## config.mk

```make
export PLATFORM = sky130hd
export DESIGN_NAME = rv_imm_arb
export DESIGN_NICKNAME = d
export VERILOG_FILES = /design/src/rtl/rv_imm_pkg.sv /design/src/rtl/rv_imm_fmt.sv /design/src/rtl/rv_imm_arb.sv
export SDC_FILE = /design/constraint.sdc
export NUM_CORES = 1
export LEC_CHECK = 0
export CAP_MARGIN = 20
export CORE_MARGIN = 2
export CORE_UTILIZATION = 41
export CTS_CLUSTER_SIZE = 25
export DETAILED_ROUTE_END_ITERATION = 10
export MAX_ROUTING_LAYER = met4
export PLACE_DENSITY = 0.89
export SETUP_SLACK_MARGIN = 0.15
export SYNTH_ARGS = -nofsm -noshare
export SYNTH_HDL_FRONTEND = slang
export SYNTH_SLANG_ARGS = --single-unit
```

## constraint.sdc

```tcl
create_clock -name clk_i -period 3.15 [get_ports clk_i]
set_input_delay 0.4725 -clock clk_i [delete_from_list [all_inputs] [get_ports clk_i]]
set_output_delay 0.4725 -clock clk_i [all_outputs]
set_load 0.1 [all_outputs]
```

## src/rtl/rv_imm_pkg.sv

```systemverilog
// Shared opcode constants, immediate format encodings and output-stage states
// for the rv_imm_arb immediate-extraction arbiter.
package rv_imm_pkg;

  localparam logic [6:0] OPC_LOAD      = 7'b0000011;
  localparam logic [6:0] OPC_OP_IMM    = 7'b0010011;
  localparam logic [6:0] OPC_OP_IMM_32 = 7'b0011011;
  localparam logic [6:0] OPC_JALR      = 7'b1100111;
  localparam logic [6:0] OPC_SYSTEM    = 7'b1110011;
  localparam logic [6:0] OPC_STORE     = 7'b0100011;
  localparam logic [6:0] OPC_BRANCH    = 7'b1100011;
  localparam logic [6:0] OPC_LUI       = 7'b0110111;
  localparam logic [6:0] OPC_AUIPC     = 7'b0010111;
  localparam logic [6:0] OPC_JAL       = 7'b1101111;

  localparam logic [2:0] IMM_FMT_NONE = 3'd0;
  localparam logic [2:0] IMM_FMT_I    = 3'd1;
  localparam logic [2:0] IMM_FMT_S    = 3'd2;
  localparam logic [2:0] IMM_FMT_B    = 3'd3;
  localparam logic [2:0] IMM_FMT_U    = 3'd4;
  localparam logic [2:0] IMM_FMT_J    = 3'd5;

  localparam logic [0:0] ST_EMPTY = 1'b0;
  localparam logic [0:0] ST_FULL  = 1'b1;

endpackage

```

## src/rtl/rv_imm_fmt.sv

```systemverilog
// Combinational RISC-V immediate decoder: classifies the instruction format from
// the opcode and produces the immediate sign-extended to DATA_WIDTH.
module rv_imm_fmt
  import rv_imm_pkg::*;
#(
  parameter int DATA_WIDTH = 64
) (
  input  logic [31:0]           instr_i,
  output logic [2:0]            fmt_o,
  output logic [DATA_WIDTH-1:0] imm_o
);

  logic signed [31:0] imm32;

  always_comb begin
    fmt_o = IMM_FMT_NONE;
    imm32 = '0;
    case (instr_i[6:0])
      OPC_LOAD, OPC_OP_IMM, OPC_OP_IMM_32, OPC_JALR, OPC_SYSTEM: begin
        fmt_o = IMM_FMT_I;
        imm32 = {{20{instr_i[31]}}, instr_i[31:20]};
      end
      OPC_STORE: begin
        fmt_o = IMM_FMT_S;
        imm32 = {{20{instr_i[31]}}, instr_i[31:25], instr_i[11:7]};
      end
      OPC_BRANCH: begin
        fmt_o = IMM_FMT_B;
        imm32 = {{19{instr_i[31]}}, instr_i[31], instr_i[7], instr_i[30:25],
                 instr_i[11:8], 1'b0};
      end
      OPC_LUI, OPC_AUIPC: begin
        fmt_o = IMM_FMT_U;
        imm32 = {instr_i[31:12], 12'b0};
      end
      OPC_JAL: begin
        fmt_o = IMM_FMT_J;
        imm32 = {{11{instr_i[31]}}, instr_i[31], instr_i[19:12], instr_i[20],
                 instr_i[30:21], 1'b0};
      end
      default: begin
        fmt_o = IMM_FMT_NONE;
        imm32 = '0;
      end
    endcase
    // Signed size cast replicates bit 31 up to DATA_WIDTH.
    imm_o = DATA_WIDTH'(imm32);
  end

endmodule

```

## src/rtl/rv_imm_arb.sv

```systemverilog
// Round-robin arbiter sharing one immediate decoder between NUM_REQ requesters,
// with a single registered valid/ready response stage. Optional perf counters
// are enabled by defining RV_IMM_ARB_PERF_EN.
module rv_imm_arb
  import rv_imm_pkg::*;
#(
  parameter  int DATA_WIDTH = 64,
  parameter  int NUM_REQ    = 2,
  localparam int ID_W       = $clog2(NUM_REQ)
) (
  input  logic                    clk_i,
  input  logic                    rst_ni,
  input  logic [NUM_REQ-1:0]      req_valid_i,
  input  logic [32*NUM_REQ-1:0]   req_instr_i,
  output logic [NUM_REQ-1:0]      req_ready_o,
  output logic                    rsp_valid_o,
  input  logic                    rsp_ready_i,
  output logic [DATA_WIDTH-1:0]   rsp_imm_o,
  output logic [2:0]              rsp_fmt_o,
  output logic [ID_W-1:0]         rsp_id_o
`ifdef RV_IMM_ARB_PERF_EN
  ,
  output logic [32*NUM_REQ-1:0]   perf_grant_cnt_o,
  output logic [31:0]             perf_stall_cnt_o
`endif
);

  localparam logic [ID_W:0] NUM_REQ_W = (ID_W+1)'(NUM_REQ);

  logic [0:0]            state_q, state_d;
  logic [ID_W-1:0]       ptr_q, ptr_d;
  logic [DATA_WIDTH-1:0] imm_q, imm_d;
  logic [2:0]            fmt_q, fmt_d;
  logic [ID_W-1:0]       id_q, id_d;

  logic                  can_accept;
  logic                  found;
  logic [ID_W-1:0]       winner;
  logic [ID_W:0]         cand;
  logic [ID_W:0]         ptr_inc;
  logic [31:0]           sel_instr;
  logic                  transfer;
  logic [2:0]            dec_fmt;
  logic [DATA_WIDTH-1:0] dec_imm;

  assign rsp_valid_o = (state_q == ST_FULL);
  assign can_accept  = !rsp_valid_o || rsp_ready_i;

  // Round-robin search: first valid requester at or after ptr, wrapping.
  always_comb begin
    found  = 1'b0;
    winner = '0;
    cand   = '0;
    for (int i = 0; i < NUM_REQ; i++) begin
      cand = {1'b0, ptr_q} + (ID_W+1)'(i);
      if (cand >= NUM_REQ_W) cand = cand - NUM_REQ_W;
      if (!found && req_valid_i[cand[ID_W-1:0]]) begin
        found  = 1'b1;
        winner = cand[ID_W-1:0];
      end
    end
  end

  always_comb begin
    sel_instr = '0;
    for (int k = 0; k < NUM_REQ; k++) begin
      if (ID_W'(k) == winner) sel_instr = req_instr_i[32*k +: 32];
    end
  end

  assign transfer    = rst_ni && can_accept && found;
  assign req_ready_o = transfer ? (NUM_REQ'(1) << winner) : '0;

  rv_imm_fmt #(
    .DATA_WIDTH (DATA_WIDTH)
  ) u_fmt (
    .instr_i (sel_instr),
    .fmt_o   (dec_fmt),
    .imm_o   (dec_imm)
  );

  always_comb begin
    state_d = state_q;
    ptr_d   = ptr_q;
    imm_d   = imm_q;
    fmt_d   = fmt_q;
    id_d    = id_q;
    ptr_inc = {1'b0, winner} + 1'b1;
    if (ptr_inc == NUM_REQ_W) ptr_inc = '0;
    if (transfer) begin
      state_d = ST_FULL;
      ptr_d   = ptr_inc[ID_W-1:0];
      imm_d   = dec_imm;
      fmt_d   = dec_fmt;
      id_d    = winner;
    end else if (rsp_ready_i) begin
      state_d = ST_EMPTY;
    end
  end

  always_ff @(posedge clk_i or negedge rst_ni) begin
    if (!rst_ni) begin
      state_q <= ST_EMPTY;
      ptr_q   <= '0;
      imm_q   <= '0;
      fmt_q   <= IMM_FMT_NONE;
      id_q    <= '0;
    end else begin
      state_q <= state_d;
      ptr_q   <= ptr_d;
      imm_q   <= imm_d;
      fmt_q   <= fmt_d;
      id_q    <= id_d;
    end
  end

  assign rsp_imm_o = imm_q;
  assign rsp_fmt_o = fmt_q;
  assign rsp_id_o  = id_q;

`ifdef RV_IMM_ARB_PERF_EN
  logic [NUM_REQ-1:0][31:0] grant_cnt_q, grant_cnt_d;
  logic [31:0]              stall_cnt_q, stall_cnt_d;

  // Counters wrap naturally at 2^32.
  always_comb begin
    grant_cnt_d = grant_cnt_q;
    stall_cnt_d = stall_cnt_q;
    for (int k = 0; k < NUM_REQ; k++) begin
      if (req_valid_i[k] && req_ready_o[k]) grant_cnt_d[k] = grant_cnt_q[k] + 32'd1;
    end
    if (rsp_valid_o && !rsp_ready_i) stall_cnt_d = stall_cnt_q + 32'd1;
  end

  always_ff @(posedge clk_i or negedge rst_ni) begin
    if (!rst_ni) begin
      grant_cnt_q <= '0;
      stall_cnt_q <= '0;
    end else begin
      grant_cnt_q <= grant_cnt_d;
      stall_cnt_q <= stall_cnt_d;
    end
  end

  assign perf_grant_cnt_o = grant_cnt_q;
  assign perf_stall_cnt_o = stall_cnt_q;
`endif

endmodule
```

==> out/metrics.yaml, run 1 <==
power.density_nw_per_um2: 488
top_layer_used: "met4"
die_area_um2: 6380
routed_wl_mm: 6.60
clk-insertion-delay-late_ps: 290
layout_worst_path_cycle_share_pct: 81.7
p_leak_nw: 1.63
critical_path_startpoint_category: "input port"
critical_path.reg2reg.endpoint: "rsp_imm_o[20]"
first_pass_grt_wire_length_mm: 10.3
cts_tree: "yes"
outcome: "finished, final reports clean"
worstMarginPinSlew_ps: 975
io-pin-count: 140
cts_root_buf: "clkbuf_8"
crit_path_max_fanout: 12
final_period_minus_worst_setup_slack_ps: 2570
setup_fix_buffers_added_after_clock_tree_synthesis: 0
drt_iter0_drc: 141
design_power_total_mw: 1.72
grt_overflow_total: 0
avgSynthCellArea_um2: 9.71
synthToLayoutAreaGrowth_pct: 49.7
detailed_place_hpwl_mm: 5.07
rr_worst_depth: 6
worst_setup_path_end_kind: "output port"
die_width_um: 79.8
mappedNetlistNets: 312
yosysWarningCount: 0
fillers: 458
cts-resized-gates: 0
first_global_vias: 2114
synth_enable_flop_cells: 0
required_ps: 2680
final_cell_mix: "buf_4 (72), clkdlybuf4s50_1 (69), dfrtp_1 (38), nand2_1 (35), mux2i_1 (26)"
final_hold_viol_count: 0
post_drt_via_cell_ratio: 5.33
final_antenna_net_count: 0
fin_tns_setup_ps: 0
gpl.final_weighted_congestion: 0.974
slowest_stage: "clkdlybuf4s50_1"
worst_r2r_start: "ptr_q"
maxSlewViolCount: 0
worstHoldPathType: "in -> async"
rsz0062_at_grt: "false"
cts_sinks: 38
critical-path-max-stage-delay_ps: 590
first_pass_iters: 4
fp.dieH_um: 79.8
vias: 2245
synth-seq-area-share_pct: 40.3
timing.max_cap.violations: 0
synth_cell_type_count: 49
ir_worst_vdd_mv: 0.428
yosys_register_bits: 38
final_cells: 421
port_buffers: 139
reg2reg_setup_slack_ps: 1080
met2_length_mm: 3.35
drt-met1-wl_mm: 2.60
initial_antenna_violation_count: 0
async_reset_ff_share_pct: 100
grt_util_all_layers_pct: 21.4
antenna_diodes: 0
fin_worst_skew_ps: 3.22
netlist_instances: 243
syn_area_um2: 2360
numPlacedInstances: 414
route.detailed.wl_per_inst_um: 15.7
initial_core_util_pct: 42.6
ys_dominant_reg_cell: "dfrtp_1"
cts-buffers-inserted: 5
wl_met3_um: 498
total_number_of_h_tree_levels: 2
remaining_drc_errors: 0
path_clk_slew_ps: 70
crit_path_cell_trace: "clkdlybuf4s50_1 > nand2b_4 > and2_2 > buf_4 > nor2_2 > buf_12"
crit_type: "in -> out"
grt_start_max_net_pins: 48
clockBufferDepth: 2
cts.hold.buffers_added: 0
design.core.area_um2: 5540
final_common_cell: "buf_4"
maxClockFrequency_ghz: 0.388
cp_data_arrival_time_ps: 2100
std_cell_rows: 27
num-nets-final: 418
post_route_cells_drive_above_1_share_pct: 27.5
final_count_of_negative_setup_slack_endpoints: 0
relSlewSlack_pct: 34.8
## report_power, final
group | internal, mW | total [mW] | switching, mW
logic | 0.231 | 0.857 | 0.626
clock network | 0.148 | 0.308 | 0.160
registers | 0.528 | 0.557 | 0.0294
## flip-flops by register name (all words and copies together) (netlist names)
signal	count
rsp_id_o	1
ptr_q	1
rsp_fmt_o	3
rsp_valid_o	1
rsp_imm_o	32
## worst max-delay path: cells and delay by family
family	cells	cell delay, ps
buffers and inverters	3	1020
AND/OR/NAND/NOR	3	590
## Yosys cell counts, drive strengths merged, types with 2 or more instances
cell type | instances | area [µm²]
a2111oi | 2 | 36.3
a211o | 2 | 18.8
a211oi | 2 | 15.0
a21oi | 3 | 18.8
a31oi | 2 | 12.5
and2 | 2 | 12.5
buf | 39 | 274
clkbuf | 7 | 26.3
dfrtp | 38 | 951
inv | 2 | 7.51
mux2i | 26 | 260
nand2 | 35 | 131
nand2b | 2 | 20.0
nand3 | 6 | 30.0
nor2 | 9 | 33.8
o211ai | 11 | 82.6
o21a | 6 | 45.0
o21ai | 9 | 45.0
o221ai | 6 | 52.6
o311ai | 11 | 96.4
or3 | 2 | 13.8
or3b | 3 | 28.8
## layer usage
| metal | up-vias | GRT usage [%] |
|---|---|---|
| met2 | 112 | 35.6 |
| met4 | 0 | 8.81 |
| met3 | 18 | 3.62 |
| met1 | 1039 | 25.8 |
| li1 | 1076 | - |
| met5 | - | - |
## logic make-up (layout without fill, tap and decap cells)
kind of cell | Yosys count | count (layout) | synth area share (%)
compound gates | 63 | 63 | 21.1
buf+inv | 48 | 154 | 13.1
flops | 38 | 38 | 40.3
mux | 27 | 27 | 11.5
simple gates | 67 | 67 | 14.1
## through the flow
stage	utilization [%]	hold WS, ps	area [µm²]	setup WS [ps]
finish	63.7	277	3530	576
global route	63.7	324	3530	492
CTS	63.7	296	3530	587
detailed placement	62.3	465	3450	465
global placement	62.3	463	3450	554
floorplan	-	177	2360	311
## area by class of cell
cell class                      count  area, µm²  area share, %
Clock buffer                        5       68.8           1.95
Clock inverter                      2       10.0          0.284
Inverter                            2       7.51          0.213
Multi-Input combinational cell    157       1110           31.3
Sequential cell                    38        951           26.9
Tap cell                           72       90.1           2.55
Timing Repair Buffer              145       1300           36.7
## worst max-delay path by stage
stage | start | end | slack [ps] | depth (start not counted)
after floorplan | rsp_valid_o | req_ready_o[1] | 310 | 5
final | req_valid_i[0] | req_ready_o[0] | 580 | 6
after global placement | req_valid_i[0] | rsp_imm_o[21] | 550 | 7
after detailed placement | req_valid_i[0] | rsp_imm_o[21] | 470 | 7
after global routing | req_valid_i[0] | req_ready_o[0] | 490 | 6
after CTS | req_valid_i[0] | req_ready_o[0] | 590 | 6
Note: power is estimated with default switching activity, not from simulation.
==> run 2: changes to the inputs <==
--- a/config.mk
+++ b/config.mk
@@ -7,11 +7,11 @@
 export LEC_CHECK = 0
 export CAP_MARGIN = 20
 export CORE_MARGIN = 2
-export CORE_UTILIZATION = 41
+export CORE_UTILIZATION = 34
 export CTS_CLUSTER_SIZE = 25
 export DETAILED_ROUTE_END_ITERATION = 10
 export MAX_ROUTING_LAYER = met4
-export PLACE_DENSITY = 0.89
+export PLACE_DENSITY = 0.79
 export SETUP_SLACK_MARGIN = 0.15
 export SYNTH_ARGS = -nofsm -noshare
 export SYNTH_HDL_FRONTEND = slang
==> constraint.sdc (replaced) <==
create_clock -name clk_i -period 2.2 [get_ports clk_i]
set_input_delay 0.33 -clock clk_i [delete_from_list [all_inputs] [get_ports clk_i]]
set_output_delay 0.33 -clock clk_i [all_outputs]
set_load 0.1 [all_outputs]
==> out/metrics.yaml, run 2 (synthesis results as in run 1) <==
timing.max_cap.violations: 0
path_clk_slew_ps: 80
slowest_stage: "clkdlybuf4s50_1"
route.detailed.wl_per_inst_um: 15.6
global_route.usage.met1_pct: 21.7
grt.busiest_layer: "met2"
synthToLayoutAreaGrowth_pct: 83.0
placed_area_um2: 4120
clk-insertion-delay-late_ps: 300
numPlacedInstances: 448
power.density_nw_per_um2: 683
routed_wl_mm: 7.16
critical-path-max-stage-delay_ps: 490
remaining_drc_errors: 0
cts_tree: "yes"
num-nets-final: 447
die_width_um: 87.3
cts-buffers-inserted: 5
initial_core_util_pct: 34.9
rr_worst_depth: 7
grt_overflow_total: 0
post_drt_via_cell_ratio: 5.10
worst_path_most_repeated_cell: "buf_4"
design.core.area_um2: 6760
relSlewSlack_pct: 68.5
detailed_place_hpwl_mm: 5.61
maxClockFrequency_ghz: 0.497
total_number_of_h_tree_levels: 2
maxSlewViolCount: 0
largest_register_ff_count: 32
final_cells: 459
first_pass_grt_wire_length_mm: 10.9
drt_iter0_drc: 73
clockBufferDepth: 2
io-pin-count: 140
sequential_cell_area_um2: 956
crit_path_cell_trace: "clkdlybuf4s50_1 > buf_4 > and2b_1 > a31oi_1 > nand3_1 > buf_4 > o22a_1 > o31a_1"
final_antenna_net_count: 0
ir_worst_vdd_mv: 0.459
first_pass_iters: 4
critical_path_startpoint_category: "input port"
post_route_cells_drive_above_1_share_pct: 35.6
rsz0062_at_grt: "false"
final_count_of_negative_setup_slack_endpoints: 0
fp.dieH_um: 87.3
cts_sinks: 38
outcome: "finished, final reports clean"
final_common_cell: "buf_4"
grt_util_all_layers_pct: 18.6
cp_top_family: "buffers and inverters"
final_period_minus_worst_setup_slack_ps: 2010
first_global_vias: 2317
die_area_um2: 7620
worstHoldPathType: "in -> async"
antenna_diodes: 0
worstSetupPathDepth: 8
final_hold_viol_count: 0
final_cell_mix: "buf_4 (67), clkdlybuf4s50_1 (63), buf_12 (39), dfrtp_1 (36), nand2_1 (34)"
worst_setup_path_end_kind: "register"
grtUsageMet3_pct: 3.60
fillers: 540
worstMarginPinSlew_ps: 472
grt_start_max_net_pins: 39
crit_type: "in -> reg"
cp.buffers_inverters: 3
cts_root_buf: "clkbuf_8"
stdcell_area_um2: 4320
cp_data_arrival_time_ps: 2190
p_leak_nw: 1.93
fin_worst_skew_ps: 8.97
std_cell_rows: 30
crit_path_max_fanout: 5
grt_use_met2_pct: 32.4
initial_antenna_violation_count: 0
required_ps: 2380
port_buffers: 139
multiInputGateArea_um2: 1150
layout_worst_path_cycle_share_pct: 91.4
gpl.final_weighted_congestion: 0.997
vias: 2342
[run 2: cell count changes in the layout (fill, tap and decap cells not counted), sizes merged]
cell,previous run,this run
buf,76,107
bufinv,0,2
clkbuf,5,6
clkdlybuf4s50,69,63
clkinv,2,0
dlygate4sd2,0,2
dlymetal6s2s,0,2
[run 2: path summary, 6_finish.rpt]
path / from / slack (ps) / to
worst max-delay path: req_instr_i[36] / 190 / rsp_imm_o[11]
worst min-delay path: rst_ni / 120 / rsp_imm_o[24]
worst max register to register: ptr_q / 270 / rsp_imm_o[11]
worst min register to register: rsp_id_o / 490 / rsp_id_o
max in group asynchronous: rst_ni / 1710 / rsp_valid_o
min in group clk_i: rsp_id_o / 490 / rsp_id_o
[run 2: cell type report]
class	count	area share (%)
clock buffer	6	1.91
clock inverter	2	1.39
inverter	2	0.174
multi-input combinational	157	26.6
sequential	38	22.1
tap	80	2.32
timing repair buffer	174	45.4
[run 2: metal layers]
layer	share of wire, %	routed length, µm	vias to the layer above
li1	-	-	1128
met1	41	2910	1119
met2	53	3770	87
met3	5.7	408	8
met4	1.0	74	0
met5	0	0	-
[run 2: timing repair]
action | 4_1_cts | 5_1_grt
buffers inserted | 0 | 3
pin swaps | 1 | 4
cloned | 0 | 0
gates resized for setup | 4 | 13
setup endpoints to repair | 14 | 26
hold buffers | 0 | 0
[run 2: power breakdown]
group	switching [mW]	leakage [nW]	internal (mW)
registers	0.0368	0.505	0.757
clock network	0.260	0.0714	0.484
logic	0.940	1.36	0.470
[run 2: through the flow]
stage	utilization (%)	power [mW]	hold WS, ps	setup TNS [ps]	worst slack [ps]
2_1_floorplan	-	1.73	34.4	0	104
3_3_place_gp	61.0	2.19	444	-3690	-150
3_5_place_dp	61.0	2.21	460	-5400	-238
4_1_cts	63.2	2.95	140	0	161
5_1_grt	63.9	3.04	171	0	104
6_report	63.9	2.95	121	0	190
==> run 3: changes to the inputs <==
--- a/config.mk
+++ b/config.mk
@@ -8,7 +8,6 @@
 export CAP_MARGIN = 20
 export CORE_MARGIN = 2
 export CORE_UTILIZATION = 34
-export CTS_CLUSTER_SIZE = 25
 export DETAILED_ROUTE_END_ITERATION = 10
 export MAX_ROUTING_LAYER = met4
 export PLACE_DENSITY = 0.79
==> results of run 3 <==
No change in the layout: final DEF, timing and power equal those of run 2.
